### src/rtl/hazard_ctrl.sv
// Hazard/sequencing control: stall F/D + bubble D/E, flush on int_req, HI/LO busy counter.
// stall/flush combinational; md_busy/md_done registered (start in t -> busy t+1..t+N).
// Backpressure: stall holds F/D while hazards persist; HAZARD_STALL_CNT_EN adds a stall counter.
module hazard_ctrl #(
   parameter int MULT_CYC = 5,
   parameter int DIV_CYC  = 10
) (
   input  logic        clk,
   input  logic        rst,
   input  logic [4:0]  D_rs,
   input  logic [4:0]  D_rt,
   input  logic [1:0]  D_Tuse_rs,
   input  logic [1:0]  D_Tuse_rt,
   input  logic [4:0]  E_A3,
   input  logic [4:0]  M_A3,
   input  logic [1:0]  E_Tnew,
   input  logic [1:0]  M_Tnew,
   input  logic        D_md,
   input  logic [1:0]  E_md_op,
   input  logic        D_eret,
   input  logic        E_mtc0_epc,
   input  logic        M_mtc0_epc,
   input  logic        int_req,
   output logic        stall,
   output logic        flush,
   output logic        md_busy,
   output logic        md_done,
   output logic [31:0] stall_cnt
);

   typedef enum logic {IDLE, BUSY} md_state_t;

   localparam logic [3:0] MULT_N = 4'(MULT_CYC);
   localparam logic [3:0] DIV_N  = 4'(DIV_CYC);

   md_state_t  state;
   logic [3:0] cnt;
   logic [3:0] cnt_nxt;
   logic       md_start;
   logic       rs_haz;
   logic       rt_haz;
   logic       md_haz;
   logic       eret_haz;

   // Equal Tnew/Tuse is covered by forwarding, so only a strictly later result stalls.
   function automatic logic reg_haz(input logic [4:0] src, input logic [1:0] tuse,
                                    input logic [4:0] e_dst, input logic [1:0] e_tnew,
                                    input logic [4:0] m_dst, input logic [1:0] m_tnew);
      logic e_hit;
      logic m_hit;
      e_hit = (e_dst == src) && (e_tnew > tuse);
      m_hit = (m_dst == src) && (m_tnew > tuse);
      return (src != 5'd0) && (e_hit || m_hit);
   endfunction

   always_comb begin
      rs_haz   = reg_haz(D_rs, D_Tuse_rs, E_A3, E_Tnew, M_A3, M_Tnew);
      rt_haz   = reg_haz(D_rt, D_Tuse_rt, E_A3, E_Tnew, M_A3, M_Tnew);
      md_start = ((E_md_op == 2'b01) || (E_md_op == 2'b10)) && !md_busy && !int_req;
      md_haz   = D_md && (md_start || md_busy);
      eret_haz = D_eret && (E_mtc0_epc || M_mtc0_epc);
      stall    = !int_req && (rs_haz || rt_haz || md_haz || eret_haz);
      flush    = int_req;
   end

   // A new op is only accepted from idle; a request while busy is dropped, not reloaded.
   always_comb begin
      cnt_nxt = cnt;
      if (md_start) begin
         cnt_nxt = (E_md_op == 2'b01) ? MULT_N : DIV_N;
      end else if (cnt != 4'd0) begin
         cnt_nxt = cnt - 4'd1;
      end
   end

   always_ff @(posedge clk or posedge rst) begin
      if (rst) begin
         state   <= IDLE;
         cnt     <= 4'd0;
         md_busy <= 1'b0;
         md_done <= 1'b0;
      end else begin
         case (state)
            IDLE: if (md_start) state <= BUSY;
            BUSY: if (cnt_nxt == 4'd0) state <= IDLE;
            default: state <= IDLE;
         endcase
         cnt     <= cnt_nxt;
         md_busy <= (cnt_nxt != 4'd0);
         md_done <= (cnt_nxt == 4'd1);
      end
   end

`ifdef HAZARD_STALL_CNT_EN
   logic [31:0] stall_q;

   always_ff @(posedge clk or posedge rst) begin
      if (rst) begin
         stall_q <= 32'd0;
      end else if (stall) begin
         stall_q <= stall_q + 32'd1;
      end
   end

   assign stall_cnt = stall_q;
`else
   assign stall_cnt = 32'd0;
`endif

endmodule

### config.mk
export PLATFORM = sky130hd
export DESIGN_NAME = hazard_ctrl
export DESIGN_NICKNAME = d
export VERILOG_FILES = /design/src/rtl/hazard_ctrl.sv
export SDC_FILE = /design/constraint.sdc
export NUM_CORES = 1
export LEC_CHECK = 0
export CORE_MARGIN = 3
export CORE_UTILIZATION = 32
export DETAILED_ROUTE_END_ITERATION = 12
export PLACE_DENSITY_LB_ADDON = 0.1
export SLEW_MARGIN = 0
export SYNTH_ARGS = -nofsm -noshare
export SYNTH_HDL_FRONTEND = slang
export SYNTH_SLANG_ARGS = --single-unit
### constraint.sdc
create_clock -name clk -period 1.37 [get_ports clk]
set_input_delay 0.137 -clock clk [delete_from_list [all_inputs] [get_ports clk]]
set_output_delay 0.137 -clock clk [all_outputs]
set_load 0.1 [all_outputs]
After elaboration in Yosys (flattened, before gate mapping)

Cells that the tools add are included.

Bits in registers: 6
Bits of input ports: 37
Output and inout port bits: 36

Add/sub/neg operators: 1
$lt $le $gt $ge: 4
Equality and inequality tests: 7
Muxes and demuxes: 3
Reduce and logical (&&, ||, !) cells: 25

Operator list:

| kind                                                 | number |
|---|---|
| equality test 5 bit                                  | 4 |
| 2-to-1 mux 4 bit                                     | 3 |
| logical AND 1 bit                                    | 11 |
| nonzero test 5 bit                                   | 2 |
| > comparator 2 bit                                   | 4 |
| logical OR 1 bit                                     | 8 |
| nonzero test 4 bit                                   | 2 |
| equality test 4 x 1 -> 1 bit (second input constant) | 1 |
| subtractor 4 x 1 -> 4 bit (second input constant)    | 1 |
| equality test 2 x 1 -> 1 bit (second input constant) | 1 |
| equality test 2 bit (second input constant)          | 1 |
| zero test 1 bit                                      | 2 |

Longest topological paths before layout

Gate-level depths: netlist of run 1.

Word-level depth: 9
Gate-level depth with buffers: 7

Least setup slack after synthesis of run 1

No wires, ideal clock.

Path kind: input to output
From: in D_Tuse_rt[1]
To: out stall
Data arrival time: 2.360 ns
Required time: 1.233 ns
Setup slack: -1.127 ns
Stages: 6
Path buffers: 0
Cell sequence: inv_1 ha_1 a21oi_1 a2111oi_4 a21oi_1 o311ai_2

Cells in the longest elaborated chain, start to end: 8
Elaborated cells on any way between the ends: 10
Those cells by class: 2 x order compare; 8 x reduce/logical

RTL lines:

| element                               | line   | source |
|---|---|---|
| start: declaration                    | 13     | `input logic [1:0] D_Tuse_rt,` |
| > comparator 2 bit (on tied branches) | 51, 52 |  |
| logical AND 1 bit (on tied branches)  | 51, 52 |  |
| logical OR 1 bit (*)                  | 53     | `return (src != 5'd0) && (e_hit \|\| m_hit);` |
| logical AND 1 bit (*)                 | 53     |  |
| logical OR 1 bit (*) (3 in series)    | 62     | `stall = !int_req && (rs_haz \|\| rt_haz \|\| md_haz \|\| eret_haz);` |
| logical AND 1 bit (*)                 | 62     |  |
| end: declaration                      | 24     | `output logic stall,` |

Mark *: on every way between the ends. The rest lies on a longest branch, timed or not.

Worst setup path in the final report of run 1

From: in M_Tnew[1]
To: out stall

Cells in the longest elaborated chain, start to end: 8
Elaborated cells on any way between the ends: 12
Those cells by class: 2 x order compare; 10 x reduce/logical

RTL lines:

| element                            | line | source |
|---|---|---|
| start: declaration                 | 17   | `input logic [1:0] M_Tnew,` |
| > comparator 2 bit                 | 52   | `m_hit = (m_dst == src) && (m_tnew > tuse);` |
| logical AND 1 bit                  | 52   |  |
| logical OR 1 bit                   | 53   |  |
| logical AND 1 bit                  | 53   |  |
| logical OR 1 bit (*) (3 in series) | 62   |  |
| logical AND 1 bit (*)              | 62   |  |

Marks and branches as above.

==> results of run 1 <==
==> final timing paths <==
check | cells after the start | to | slack (ns) | from
max | 8 | stall | -0.31 | M_Tnew[1]
min | 2 | md_busy$_DFF_PP0_ | 0.10 | rst
max reg2reg | 6 | md_busy$_DFF_PP0_ | -0.06 | cnt[1]$_DFF_PP0_
min reg2reg | 3 | cnt[0]$_DFF_PP0_ | 0.73 | md_busy$_DFF_PP0_
max in group asynchronous | 2 | md_busy$_DFF_PP0_ | 1.06 | rst
min in group clk | 5 | cnt[2]$_DFF_PP0_ | 0.52 | E_md_op[1]
==> metal layers <==
| layer | global-route usage | wire, um |
|---|---|---|
| met5 | 0 | 0 |
| met4 | 0.02965 | 19 |
| met3 | 0.02496 | 207 |
| met2 | 0.2660 | 1623 |
| met1 | 0.1455 | 1099 |
==> power groups by stage <==
| stage | combinational, W | clock, W | sequential [W] |
|---|---|---|---|
| floorplan | 0.000984 | 0 | 0.000404 |
| global placement | 0.00137 | 0 | 0.000321 |
| detailed placement | 0.00138 | 0 | 0.000324 |
| CTS | 0.00154 | 0.000193 | 0.000333 |
| global route | 0.00185 | 0.000200 | 0.000365 |
| finish | 0.00173 | 0.000188 | 0.000350 |
==> repair_timing <==
action,in CTS,in global routing
setup endpoints to repair,7,6
setup buffers,5,1
resized for setup,90,16
pin swaps,28,14
==> per-stage QoR <==
step / setup slack (ns) / instance area [um^2]
2_1_floorplan: -0.5011 / 1267
4_1_cts: -0.3530 / 1779
5_1_grt: -0.3912 / 1852
3_5_place_dp: -0.8588 / 1632
6_report: -0.3083 / 1852
3_3_place_gp: -0.8431 / 1632
==> cells in the final DEF, fill, tap and decap left out, drive strengths merged <==
| cell type | count |
|---|---|
| nand3b | 1 |
| or4 | 1 |
| clkdlybuf4s15 | 6 |
| nand2 | 2 |
| dfrtp | 6 |
| ha | 10 |
| nor3 | 3 |
| nor4 | 2 |
| nor2b | 1 |
| inv | 14 |
| o311ai | 1 |
| and3 | 1 |
| nand2b | 1 |
| clkdlybuf4s50 | 7 |
| nor3b | 1 |
| clkbuf | 5 |
| xor2 | 10 |
| nand3 | 2 |
| a21o | 1 |
| nand4 | 3 |
| buf | 34 |
| xnor2 | 11 |
| o21ai | 4 |
| or3 | 2 |
| a21oi | 10 |
| a2111oi | 2 |
| conb | 32 |
| dlygate4sd2 | 15 |
| nor2 | 7 |
==> final cells by class <==
type                            instances  area share
Multi-Input combinational cell        108      0.5115
Tap cell                               44     0.02973
Timing Repair Buffer                   63      0.3250
Sequential cell                         6     0.08311
Clock buffer                            4     0.01419
Inverter                               14     0.03649
==> cells by family (layout without fill, tap and decap cells) <==
family                     after synthesis  after routing
buffers and inverters                   48             81
and+or+nand+nor                         27             27
xor gates and xnor gates                21             21
AOI/OAI and AO/OA                       18             18
adders and majority gates               10             10
DFF                                      6              6
other                                    1             32
==> sequential cells by signal, summed over array words and instances, names as in the netlist <==
| name | flops |
|---|---|
| md_busy | 1 |
| md_done | 1 |
| cnt | 4 |
==> Flow_metrics.wiki, run 1 <==
{| class="wikitable"
! Metric !! Value
|-
| Number of filler instances in the final layout || 283
|-
| Post-synthesis compound-gate area fraction || 0.1271
|-
| Flop and latch count out of synthesis || 6
|-
| Most used standard cells in the synthesized netlist || sky130_fd_sc_hd__buf_4 (33), sky130_fd_sc_hd__inv_1 (14), sky130_fd_sc_hd__xnor2_1 (11)
|-
| Count of hold buffers inserted by post-cts repair || 0
|-
| Internal Power || 0.001060 W
|-
| DRC marker count from the first detailed-route iteration || 14
|-
| Layout cell share with drive strength beyond 1 || 0.4103
|-
| Number of global-route vias before repair || 988
|-
| Sw Pwr || 0.001211 W
|-
| Power per standard cell area || 1226 nW/um^2
|-
| Horizontal extent of the die || 63.38 um
|-
| Wire length of the first global-routing pass || 4291 um
|-
| Worst Setup Slack, final || -0.3083 ns
|-
| Power share of the sequential group || 0.154
|-
| Area share of and/or/nand/nor cells after synthesis || 0.1437
|-
| Cell taking the most area after synthesis || sky130_fd_sc_hd__buf_4
|-
| Number of antenna violations at the first check in global routing || 0
|-
| Buffers on Ports || 40
|-
| Adder-cell share of the synthesized area || 0.1188
|-
| Most repeated cell in the gate-level netlist after synthesis || sky130_fd_sc_hd__buf_4
|-
| Crit Path Category || input port to output pin
|-
| Maximum buffer depth of the clock tree || 2
|-
| Clock tree from TritonCTS || built
|-
| Total power consumption of the routed design || 0.002271 W
|-
| Cell-by-cell trace of the critical path || buf_8 > buf_6 > ha_4 > a21oi_4 > a2111oi_4 > a21oi_2 > o311ai_4 > buf_12
|-
| Detail-routed via count per cell || 4.205
|-
| Worst hold margin || 0.1006 ns
|-
| Largest cells by area after synthesis || sky130_fd_sc_hd__buf_4 (24%), sky130_fd_sc_hd__dfrtp_1 (14%), sky130_fd_sc_hd__ha_1 (12%), sky130_fd_sc_hd__xnor2_1 (9.1%), sky130_fd_sc_hd__xor2_1 (8.3%)
|-
| Number of placed instances, taps included || 229
|-
| Diode insertion count for antenna repair || 0
|-
| RSZ-0062 raised after global routing || yes
|-
| Fraction of synthesized area in multiplexers || 0
|-
| Global-route usage over all layers || 0.1348
|-
| Critical Path Slowest Stage Cell || sky130_fd_sc_hd__o311ai_4
|-
| Routability congestion estimate from global placement || 0.7991
|-
| Warning count from the yosys run || 0
|-
| Routed Wire Length || 2949 um
|-
| I/O pin count || 73
|-
| Pin count of the biggest net entering global routing || 7
|-
| Most used flip-flop cell after synthesis || sky130_fd_sc_hd__dfrtp_1
|-
| Area of the mapped netlist || 1054 um^2
|-
| Worst Hold Class || input port to async pin
|-
| Total clock buffers created by CTS || 3
|-
| Post-DP HPWL || 2334 um
|-
| Layout area overhead || 75.77%
|-
| Post-synth EDFFs || 0
|-
| Skew final || 0.004125 ns
|-
| Avg Cell Area, Syn || 8.042 um^2
|-
| Hold violation total from the final report || 0
|-
| Number of cells produced by synthesis || 131
|-
| Clock Sinks || 6
|-
| Unique masters post-synth || 29
|-
| Crit. End Element || output pin
|-
| Core area || 3103 um^2
|-
| Violated checks || setup timing
|-
| Static leakage power || 0.8227 nW
|-
| Number of levels in the clock H-tree || 1
|-
| Part of the total power dissipated in combinational logic || 0.763
|-
| Count of unresolved DRC violations after routing || 0
|-
| Status || finished with violations
|-
| CTS clock-pin slew for the worst setup and hold paths || 0.06 ns
|-
| Critical Path RT || 1.23 ns
|-
| Sequential-to-total area share from yosys stat || 0.1425
|-
| Area of the multi-input gates || 947.2 um^2
|-
| Kind of launch point of the worst setup path || input port
|-
| Slowest stage delay, CP || 0.29 ns
|-
| Achievable frequency || 595.8 MHz
|-
| Peak supply drop || 1.391 mV
|-
| Arrival time at the worst endpoint || 1.54 ns
|-
| Footprint of the flip-flops and latches || 153.9 um^2
|-
| Area enclosed by the die boundary || 4016 um^2
|-
| Share of the synthesized area in the top cell type || 0.2352
|-
| Clock Power Share || 0.083
|-
| Maxcap violations || 0
|-
| Max Fanout on Critical Path || 2
|-
| Overflow after GRT || 0
|-
| CTS root buffer || sky130_fd_sc_hd__clkbuf_4
|-
| Number of antenna-violating nets in the routed design || 0
|-
| Switching Share || 0.5332
|-
| Final setup violation count || 4
|-
| Post-synthesis async set-or-reset flop share || 1.000
|-
| CP top delay family || compound AO/OA/AOI/OAI gates
|-
| Final critical-path share of the clock period || 1.225
|-
| Total via count in the routed design || 1005
|-
| Placement row count || 20
|-
| Post-Route Setup TNS || -0.4152 ns
|-
| Initial core utilization || 0.3395
|-
| Height of the die || 63.38 um
|-
| Clock latency on the worst-skew pair || 0.25 ns
|-
| Final net count || 243
|-
| Number of pins with negative max-slew slack in the final report || 0
|-
| Average wire length per cell after detail routing || 12.34 um
|-
| Xor/xnor cell area share of the yosys netlist || 0.1746
|-
| Crit path buffers/inverters || 3
|-
| Post-Layout Cell Count || 239
|-
| Minimum period implied by the final worst setup slack || 1.678 ns
|-
| First drt pass iteration count || 4
|-
| Utilization of the core after routing || 0.5968
|-
| Dominant combinational cell family by area after synthesis || buffers and inverters
|}
No activity file was read; power rests on OpenSTA's default activity.
==> run 2: changes to the inputs <==
--- a/config.mk
+++ b/config.mk
@@ -5,6 +5,7 @@
 export SDC_FILE = /design/constraint.sdc
 export NUM_CORES = 1
 export LEC_CHECK = 0
+export ABC_CLOCK_PERIOD_IN_PS = 1370
 export CORE_MARGIN = 3
 export CORE_UTILIZATION = 32
 export DETAILED_ROUTE_END_ITERATION = 12
==> results of run 2 <==
The final DEF is identical to that of run 1; final timing and power are the same.
==> run 3: changes to the inputs <==
--- a/config.mk
+++ b/config.mk
@@ -5,9 +5,11 @@
 export SDC_FILE = /design/constraint.sdc
 export NUM_CORES = 1
 export LEC_CHECK = 0
+export ABC_AREA = 1
 export ABC_CLOCK_PERIOD_IN_PS = 1370
+export CAP_MARGIN = 15
 export CORE_MARGIN = 3
-export CORE_UTILIZATION = 32
+export CORE_UTILIZATION = 34
 export DETAILED_ROUTE_END_ITERATION = 12
 export PLACE_DENSITY_LB_ADDON = 0.1
 export SLEW_MARGIN = 0
==> Flow_metrics.wiki, run 3 <==
{| class="wikitable"
! Metric !! Value
|-
| Largest cells by area after synthesis || sky130_fd_sc_hd__buf_4 (21%), sky130_fd_sc_hd__nand2_1 (18%), sky130_fd_sc_hd__dfrtp_1 (13%), sky130_fd_sc_hd__ha_1 (10%), sky130_fd_sc_hd__inv_1 (10%)
|-
| Most common cell after layout, fill and taps aside || sky130_fd_sc_hd__nand2_1
|-
| Area of the multi-input gates || 942.2 um^2
|-
| Post-synthesis async set-or-reset flop share || 1.000
|-
| Layout cell share with drive strength beyond 1 || 0.3217
|-
| Peak supply drop || 0.4523 mV
|-
| Crit path to || stall
|-
| First drt pass iteration count || 4
|-
| Number of antenna violations at the first check in global routing || 0
|-
| Worst Setup Slack, final || -0.1547 ns
|-
| Count of unresolved DRC violations after routing || 0
|-
| CTS clock-pin slew for the worst setup and hold paths || 0.05 ns
|-
| Most used flip-flop cell after synthesis || sky130_fd_sc_hd__dfrtp_1
|-
| Utilization of the core after routing || 0.5723
|-
| Most repeated cell in the gate-level netlist after synthesis || sky130_fd_sc_hd__nand2_1
|-
| Sequential-to-total area share from yosys stat || 0.1250
|-
| Power per standard cell area || 1047 nW/um^2
|-
| Most frequent cells in the layout || sky130_fd_sc_hd__nand2_1 (49), sky130_fd_sc_hd__conb_1 (32), sky130_fd_sc_hd__inv_1 (23), sky130_fd_sc_hd__dlygate4sd2_1 (22), sky130_fd_sc_hd__inv_2 (16)
|-
| Footprint of the flip-flops and latches || 153.9 um^2
|-
| Top reg by flops || cnt
|-
| Initial core utilization || 0.3750
|-
| Core area || 3203 um^2
|-
| Number of antenna-violating nets in the routed design || 0
|-
| Clock tree from TritonCTS || built
|-
| Worst setup path start || E_Tnew[0]
|-
| Wire length of the first global-routing pass || 4623 um
|-
| Overflow after GRT || 0
|-
| Diode insertion count for antenna repair || 0
|-
| Post-Route Setup TNS || -0.1547 ns
|-
| Area enclosed by the die boundary || 4282 um^2
|-
| Static leakage power || 1.015 nW
|-
| Worst Hold Class || input port to async pin
|-
| Clock Sinks || 6
|-
| Horizontal extent of the die || 65.44 um
|-
| Total via count in the routed design || 1221
|-
| Avg Cell Area, Syn || 5.859 um^2
|-
| Final setup violation count || 1
|-
| Skew final || 0.01065 ns
|-
| Detail-routed via count per cell || 4.043
|-
| Global-route usage over all layers || 0.1363
|-
| DRC marker count from the first detailed-route iteration || 47
|-
| Number of levels in the clock H-tree || 1
|-
| Minimum period implied by the final worst setup slack || 1.525 ns
|-
| Layout area overhead || 52.60%
|-
| Pin count of the biggest net entering global routing || 7
|-
| Hold violation total from the final report || 0
|-
| Routed Wire Length || 2953 um
|-
| Final critical-path share of the clock period || 1.113
|-
| RSZ-0062 raised after global routing || yes
|-
| Total clock buffers created by CTS || 3
|-
| Post-DP HPWL || 2388 um
|-
| Maximum buffer depth of the clock tree || 2
|-
| Post-synth EDFFs || 0
|-
| Number of filler instances in the final layout || 338
|-
| I/O pin count || 73
|-
| Number of flip-flops in the largest register || 4
|-
| Biggest registers after layout || cnt: 4 flops, md_busy: 1 flops, md_done: 1 flops
|-
| Warning count from the yosys run || 0
|-
| Share of the synthesized area in the top cell type || 0.2063
|-
| Placement row count || 20
|-
| Crit Path Category || input port to output pin
|-
| Buffers on Ports || 40
|-
| Cell taking the most area after synthesis || sky130_fd_sc_hd__buf_4
|-
| Achievable frequency || 655.9 MHz
|-
| Critical Path RT || 1.23 ns
|-
| Kind of launch point of the worst setup path || input port
|-
| Arrival time at the worst endpoint || 1.39 ns
|-
| Average wire length per cell after detail routing || 9.778 um
|-
| Area of the mapped netlist || 1201 um^2
|-
| Final net count || 306
|-
| Most used standard cells in the synthesized netlist || sky130_fd_sc_hd__nand2_1 (56), sky130_fd_sc_hd__buf_4 (33), sky130_fd_sc_hd__inv_1 (33)
|-
| Height of the die || 65.44 um
|-
| Count of hold buffers inserted by post-cts repair || 0
|-
| Reg-to-reg slack, setup || 0.04 ns
|-
| Number of pins with negative max-slew slack in the final report || 0
|-
| DP Worst Slack || -0.6188 ns
|-
| Number of cells produced by synthesis || 205
|-
| Routability congestion estimate from global placement || 0.8958
|-
| Crit. End Element || output pin
|-
| Worst hold margin || 0.09326 ns
|-
| Max Fanout on Critical Path || 2
|-
| R2r endpoint || md_done$_DFF_PP0_
|-
| Length in cells of the worst reg-to-reg path || 8
|-
| Violated checks || setup timing
|-
| Startpoint of the worst register-to-register path || md_busy$_DFF_PP0_
|-
| CTS root buffer || sky130_fd_sc_hd__clkbuf_4
|-
| Flop and latch count out of synthesis || 6
|-
| Maxcap violations || 0
|-
| Clock latency on the worst-skew pair || 0.25 ns
|-
| Status || finished with violations
|-
| Number of global-route vias before repair || 1088
|-
| Unique masters post-synth || 22
|}
[run 3: changes by cell type after synthesis, sizes merged, moves of 4 or more]
cell and delta:
a21oi -4, inv +29, nand2 +57, nand3 +9
nor2 +14, xnor2 -10, xor2 -6
[run 3: how the worst min path moves through the flow]
stage	startpoint	end	slack (ns)	cells after the start
3_3_place_gp	rst	cnt[3]$_DFF_PP0_	0.37	2
3_5_place_dp	rst	cnt[3]$_DFF_PP0_	0.37	2
5_1_grt	rst	cnt[2]$_DFF_PP0_	0.11	2
2_1_floorplan	rst	cnt[0]$_DFF_PP0_	-0.07	1
6_report	rst	cnt[3]$_DFF_PP0_	0.09	2
4_1_cts	rst	cnt[2]$_DFF_PP0_	0.09	2
[run 3: cell type report]
cell class	instances	share of cell area
Tap cell	44	0.03003
Timing Repair Buffer	51	0.2621
Inverter	43	0.09556
Sequential cell	6	0.08396
Clock buffer	4	0.01433
Multi-Input combinational cell	154	0.5140
[run 3: cells by family (layout without fill, tap and decap cells)]
logic type | Yosys count | after routing | share of synthesized area
XOR/XNOR | 5 | 5 | 0.03646
adder cells (fa/ha/maj) | 10 | 10 | 0.1042
flip-flops | 6 | 6 | 0.1250
AND/OR/NAND/NOR | 95 | 95 | 0.3354
AO/OA/AOI/OAI | 12 | 12 | 0.05521
buffers and inverters | 76 | 98 | 0.3406
other | 1 | 32 | 0.003122
[run 3: routing by layer]
metal | track usage | wire (um) | up-vias
met1 | 0.1852 | 1374 | 498
met2 | 0.2111 | 1281 | 61
met5 | 0 | 0 | -
li1 | - | - | 656
met4 | 0.04145 | 46 | 0
met3 | 0.03419 | 250 | 6
[run 3: power breakdown]
group | internal [W] | switching [W] | total, W
Clock | 0.000111 | 0.0000697 | 0.000180
Sequential | 0.000259 | 0.0000507 | 0.000310
Combinational | 0.000458 | 0.000971 | 0.00143
[run 3: worst max-delay path, cell delays in order]
cell                         delay [ns]
sky130_fd_sc_hd__buf_6             0.07
sky130_fd_sc_hd__inv_4             0.03
sky130_fd_sc_hd__buf_6             0.11
sky130_fd_sc_hd__ha_4              0.24
sky130_fd_sc_hd__nand2_1           0.04
sky130_fd_sc_hd__o21ai_1           0.07
sky130_fd_sc_hd__nor2_1            0.06
sky130_fd_sc_hd__nand3_1           0.07
sky130_fd_sc_hd__nand2_1           0.06
sky130_fd_sc_hd__nand2_2           0.07
sky130_fd_sc_hd__nand3_2           0.07
sky130_fd_sc_hd__nand2_2           0.08
sky130_fd_sc_hd__clkinvlp_4        0.09
sky130_fd_sc_hd__buf_12            0.17
[run 3: stage by stage]
stage	instances	area, um^2	power (W)
2_1_floorplan	236	1325	0.001385
3_3_place_gp	296	1640	0.001616
3_5_place_dp	296	1640	0.001622
4_1_cts	300	1778	0.001894
5_1_grt	302	1833	0.002091
6_report	302	1833	0.001920
[run 3: repair_timing]
item                                    CTS  global route
gates resized for setup                  78            26
hold endpoints to repair                  0             0
pin swaps                                35            22
endpoints found under the setup margin    5             3
buffers inserted                          1             2
